==> src/rtl/gb_pkg.sv <==
// Shared ghostbus host definitions: FSM encoding, read-latency limits, counter width.
package gb_pkg;

  localparam int unsigned RD_LAT_MIN = 1;
  localparam int unsigned RD_LAT_MAX = 7;
  localparam int unsigned CNT_W      = 16;

  typedef enum logic [1:0] {
    ST_IDLE   = 2'd0,
    ST_STROBE = 2'd1,
    ST_RWAIT  = 2'd2,
    ST_RESP   = 2'd3
  } state_t;

  // Out-of-range latencies are pulled into the legal window.
  function automatic int unsigned clamp_lat(input int unsigned lat);
    if (lat < RD_LAT_MIN) return RD_LAT_MIN;
    if (lat > RD_LAT_MAX) return RD_LAT_MAX;
    return lat;
  endfunction

  // Counter only needs to hold lat-1.
  function automatic int unsigned lat_cnt_w(input int unsigned lat);
    return (lat > 2) ? $clog2(lat) : 1;
  endfunction

endpackage

==> src/rtl/gb_lat_cnt.sv <==
// Read-latency down-counter: load lat-1, count down while enabled, terminal count at zero.
module gb_lat_cnt
  import gb_pkg::*;
#(
  parameter int unsigned RD_LAT = 1
) (
  input  logic clk,
  input  logic rst_n,
  input  logic i_load,
  input  logic i_en,
  output logic o_tc_c
);

  localparam int unsigned   CW       = lat_cnt_w(RD_LAT);
  localparam logic [CW-1:0] LOAD_VAL = CW'(RD_LAT - 1);

  logic [CW-1:0] r_cnt;

  always_ff @(posedge clk) begin
    if (!rst_n) begin
      r_cnt <= '0;
    end else if (i_load) begin
      r_cnt <= LOAD_VAL;
    end else if (i_en && (r_cnt != '0)) begin
      r_cnt <= r_cnt - CW'(1);
    end
  end

  assign o_tc_c = (r_cnt == '0);

endmodule

==> src/rtl/gb_host.sv <==
// Ghostbus host: accepts one command at a time, issues a one-cycle strobe,
// posts writes and returns read data after a fixed peripheral latency.
module gb_host
  import gb_pkg::*;
#(
  parameter int unsigned AW     = 24,
  parameter int unsigned DW     = 32,
  parameter int unsigned RD_LAT = 1
) (
  input  logic             clk,
  input  logic             rst_n,
  input  logic             cmd_valid,
  output logic             cmd_ready,
  input  logic             cmd_we,
  input  logic [AW-1:0]    cmd_addr,
  input  logic [DW-1:0]    cmd_wdata,
  output logic             rsp_valid,
  input  logic             rsp_ready,
  output logic [DW-1:0]    rsp_rdata,
  output logic [AW-1:0]    gb_addr,
  output logic [DW-1:0]    gb_dout,
  output logic             gb_we,
  output logic             gb_re,
  input  logic [DW-1:0]    gb_din,
  output logic             busy,
  output logic [CNT_W-1:0] n_wr,
  output logic [CNT_W-1:0] n_rd
);

  localparam int unsigned LAT = clamp_lat(RD_LAT);

  state_t           r_state;
  state_t           w_state_nxt;
  logic             r_cmd_ready;
  logic             r_rsp_valid;
  logic [DW-1:0]    r_rsp_rdata;
  logic [AW-1:0]    r_gb_addr;
  logic [DW-1:0]    r_gb_dout;
  logic             r_gb_we;
  logic             r_gb_re;
  logic             r_busy;
  logic [CNT_W-1:0] r_n_wr;
  logic [CNT_W-1:0] r_n_rd;
  logic             w_hs;
  logic             w_lat_load;
  logic             w_lat_en;
  logic             w_lat_tc;
  logic             w_capture;
  logic             w_rsp_done;

  gb_lat_cnt #(.RD_LAT(LAT)) u_lat_cnt (
    .clk    (clk),
    .rst_n  (rst_n),
    .i_load (w_lat_load),
    .i_en   (w_lat_en),
    .o_tc_c (w_lat_tc)
  );

  // Next-state and per-cycle control.
  always_comb begin
    w_state_nxt = r_state;
    w_hs        = cmd_valid && r_cmd_ready;
    w_lat_load  = 1'b0;
    w_lat_en    = 1'b0;
    w_capture   = 1'b0;
    w_rsp_done  = 1'b0;
    case (r_state)
      ST_IDLE: begin
        if (w_hs) w_state_nxt = ST_STROBE;
      end
      ST_STROBE: begin
        if (r_gb_we) begin
          w_state_nxt = ST_IDLE;
        end else begin
          w_state_nxt = ST_RWAIT;
          w_lat_load  = 1'b1;
        end
      end
      ST_RWAIT: begin
        w_lat_en = 1'b1;
        if (w_lat_tc) begin
          w_state_nxt = ST_RESP;
          w_capture   = 1'b1;
        end
      end
      ST_RESP: begin
        if (rsp_ready) begin
          w_state_nxt = ST_IDLE;
          w_rsp_done  = 1'b1;
        end
      end
      default: w_state_nxt = ST_IDLE;
    endcase
  end

  // State and registered outputs; strobes are set at the handshake edge so they land in STROBE.
  always_ff @(posedge clk) begin
    if (!rst_n) begin
      r_state     <= ST_IDLE;
      r_cmd_ready <= 1'b0;
      r_rsp_valid <= 1'b0;
      r_rsp_rdata <= '0;
      r_gb_addr   <= '0;
      r_gb_dout   <= '0;
      r_gb_we     <= 1'b0;
      r_gb_re     <= 1'b0;
      r_busy      <= 1'b0;
      r_n_wr      <= '0;
      r_n_rd      <= '0;
    end else begin
      r_state     <= w_state_nxt;
      r_cmd_ready <= (w_state_nxt == ST_IDLE);
      r_busy      <= (w_state_nxt != ST_IDLE);
      r_rsp_valid <= (w_state_nxt == ST_RESP);
      r_gb_we     <= w_hs && cmd_we;
      r_gb_re     <= w_hs && !cmd_we;
      if (w_hs) begin
        r_gb_addr <= cmd_addr;
        r_gb_dout <= cmd_wdata;
      end
      if (w_hs && cmd_we) r_n_wr <= r_n_wr + CNT_W'(1);
      if (w_capture)      r_rsp_rdata <= gb_din;
      if (w_rsp_done)     r_n_rd <= r_n_rd + CNT_W'(1);
    end
  end

  assign cmd_ready = r_cmd_ready;
  assign rsp_valid = r_rsp_valid;
  assign rsp_rdata = r_rsp_rdata;
  assign gb_addr   = r_gb_addr;
  assign gb_dout   = r_gb_dout;
  assign gb_we     = r_gb_we;
  assign gb_re     = r_gb_re;
  assign busy      = r_busy;
  assign n_wr      = r_n_wr;
  assign n_rd      = r_n_rd;

endmodule

==> config.mk <==
export PLATFORM = sky130hd
export DESIGN_NAME = gb_host
export DESIGN_NICKNAME = d
export VERILOG_FILES = /design/src/rtl/gb_pkg.sv /design/src/rtl/gb_lat_cnt.sv /design/src/rtl/gb_host.sv
export SDC_FILE = /design/constraint.sdc
export NUM_CORES = 1
export LEC_CHECK = 0
export CAP_MARGIN = 30
export CORE_ASPECT_RATIO = 1.75
export CORE_MARGIN = 5
export CORE_UTILIZATION = 46
export CTS_BUF_LIST = sky130_fd_sc_hd__clkbuf_2 sky130_fd_sc_hd__clkbuf_4 sky130_fd_sc_hd__clkbuf_8
export DETAILED_ROUTE_END_ITERATION = 8
export PLACE_DENSITY = 0.88
export SYNTH_ARGS = -nofsm -noshare
export SYNTH_HDL_FRONTEND = slang
export SYNTH_HIERARCHICAL = 1
export SYNTH_SLANG_ARGS = --single-unit
==> constraint.sdc <==
create_clock -name clk -period 4.13 [get_ports clk]
set_input_delay 0.413 -clock clk [delete_from_list [all_inputs] [get_ports clk]]
set_output_delay 0.413 -clock clk [all_outputs]
set_load 0.005 [all_outputs]
==> metrics.yaml <==
grt_pass1_wl_um: 22900
ir_worst_vdd_mv: 0.245
fin_area_um2: 7340
chipWidth_um: 86.5
ys_seq_area_frac: 0.544
core_um2: 10200
slowest_delay_ns: 0.69
pin_count: 218
synth_cells: 582
status: "finished clean"
dieArea_um2: 12400
arrival_ns: 2.70
routed_wire_length_per_instance_um: 15.5
fmax_ghz: 0.421
worst_hold_path_type: "reg -> reg"
hold_viol: 0
postCtsSetupRepairBufs: 0
routed_wl_um: 14400
holdPathStages: 2
synth_edf_count: 0
fill_cells: 763
dr_total_vias: 4787
startpoint_type: "input port"
numCtsBuffers: 17
finalMaxSlewViolations: 0
timing.rr.start: "n_wr[0]"
p_sw_frac: 0.254
clock_latency_ns: 0.42
p_switching_w: 0.000690
reg2reg_slack_ns: 2.25
start_util: 0.463
avgSynthCellArea_um2: 8.09
final_cell_mix: "217 x clkdlybuf4s50_1, 193 x nand2_1, 128 x dfxtp_1"
grt_pass1_vias: 4790
postCtsHoldBufs: 0
place_congestion: 0.853
worst_slew_pin_slew_ns: 0.708
grt_max_degree: 70
slew_headroom: 0.523
clock_sinks: 128
yosysTopAreaCell: "dfxtp_1"
dpl.hpwl_um: 10800
hold_slack_ns: 0.453
pwr-share-seq: 0.495
fin_crit_sh: 0.575
fin_crit_ns: 2.37
final_net_count: 883
critPathKind: "in -> reg"
antenna_found_initial: 0
synth.area.top_cells: "dfxtp_1 54%, nand2_1 15%, a21oi_1 11%"
fin_util: 0.721
cp_top_family: "buffers and inverters"
final_common_cell: "clkdlybuf4s50_1"
pwr-share-clk: 0.346
post_cts_resized: 0
synthFlopType: "dfxtp_1"
firstDrtPassIters: 4
synth-seq-cells: 128
seq_area_um2: 2560
worstHoldEndpoint: "rsp_rdata[13]"
fin_total_pwr_w: 0.00271
drive_gt1_frac: 0.0550
cpMaxStageDelayCell: "clkdlybuf4s50_1"
cts-root-buf: "clkbuf_8"
power_frac_comb: 0.159
critPathLaunch: "rst_n"
clk_pin_slew_worst_paths_ns: 0.07
intPower_w: 0.00202
tns_ns: 0
diodes: 0
place.port_buffers: 217
hp-start: "rsp_rdata[13]"
reg2regPathDepth: 5
crit_path_max_fanout: 69
drv_cap: 0
setup_violations: 0
p_leak_nw: 2.57
via_per_inst: 5.16
cts_tree: "yes"
syn-num-nets: 677
cts.path.max_buffers: 2
multi_input_area_um2: 1980
antenna_left: 0
drt-initial-drc-count: 209
syn_to_final_growth_pct: 56.0
endpoint_kind: "flop"
cts.htree.levels: 4
yosysTopAreaCellShare: 0.544
ys_warn_count: 6
reg2reg_to: "n_wr[14]"
synth_cell_types: 29
crit_path_cell_trace: "clkdlybuf4s50_1 > clkinv_2 > buf_4 > nor3_1"
power_density_nw_per_um2: 370
cp_num_buf_inv: 3
placed_area_um2: 6970
required_ns: 4.45
syn_area_um2: 4710
grt_use_total: 0.231
die_h_um: 144
overflow: 0
drc: 0
ys_async_sr_fraction: 0
rsz0062_at_grt: "no"
fin_worst_skew_ns: 0.0117
fp-row-count: 49
worst min-delay path, stage by stage, from the launching register on:
cell	delay [ns]
dfxtp_1	0.31
nand2_1	0.05
a21oi_1	0.05
power by group through the flow:
| stage | logic (W) | clock network [W] | registers, W |
|---|---|---|---|
| final | 0.000432 | 0.000938 | 0.00134 |
| after global routing | 0.000469 | 0.00103 | 0.00135 |
| after CTS | 0.000428 | 0.000962 | 0.00134 |
| after detailed placement | 0.000426 | 0 | 0.00137 |
| after global placement | 0.000403 | 0 | 0.00137 |
| after floorplan | 0.000153 | 0 | 0.00137 |
stage by stage:
step                      std cells  setup slack (ns)
after floorplan                 582              2.48
after global placement          893              1.49
after detailed placement        895              1.44
after CTS                       926              1.83
after global routing            927              1.63
final                           927              1.76
layout make-up:
class | count | share of cell area
clock inverters | 12 | 0.0131
multi-input cells | 412 | 0.270
inverters | 7 | 0.00375
flip-flops and latches | 128 | 0.349
repair buffers | 222 | 0.308
well taps | 127 | 0.0216
clock buffers | 19 | 0.0339
state kept, by name, indices dropped and copies added, names as in the netlist, 2 cells and up:
name,flops
gb_addr,24
gb_dout,32
n_rd,16
n_wr,16
r_state,2
rsp_rdata,32
logic make-up after synthesis:
| group | after synthesis | synth area share |
|---|---|---|
| adder cells (fa/ha/maj) | 2 | 0.00532 |
| XOR/XNOR | 18 | 0.0335 |
| AO/OA/AOI/OAI | 111 | 0.119 |
| buffers and inverters | 42 | 0.0348 |
| AND/OR/NAND/NOR | 277 | 0.255 |
| multiplexers | 4 | 0.00851 |
| flip-flops | 128 | 0.544 |
layer usage:
layer | part of all wire | global-route usage
met3 | 0.074 | 0.0780
met2 | 0.55 | 0.434
met5 | 0 | 0
met4 | 0.034 | 0.108
met1 | 0.34 | 0.221
synth_stat cells (2+ instances only):
cell type and instances:
nand4_1 8, a21oi_1 100, mux2i_1 4, xnor2_1 11
nor2_1 22, dfxtp_1 128, and3_1 6, and2_1 3
o21ai_0 10, and4_1 2, or4_4 2, ha_1 2
nand2b_1 3, or3_1 9, xor2_1 7, buf_2 5
nand2_1 194, nor3_1 6, nor4_1 3, nand3_1 13
nor2b_1 3, inv_1 6, clkbuf_1 28, buf_1 2
worst max-delay path by stage:
stage                      endpoint  slack [ns]  cells past startpoint
after floorplan            n_wr[12]        2.48                      5
after global placement        gb_re        1.49                      4
after detailed placement      gb_re        1.44                      4
after CTS                 rsp_valid        1.83                      4
after global routing      rsp_valid        1.63                      4
final                     rsp_valid        1.76                      4
Power figures use the tool's default switching activity.
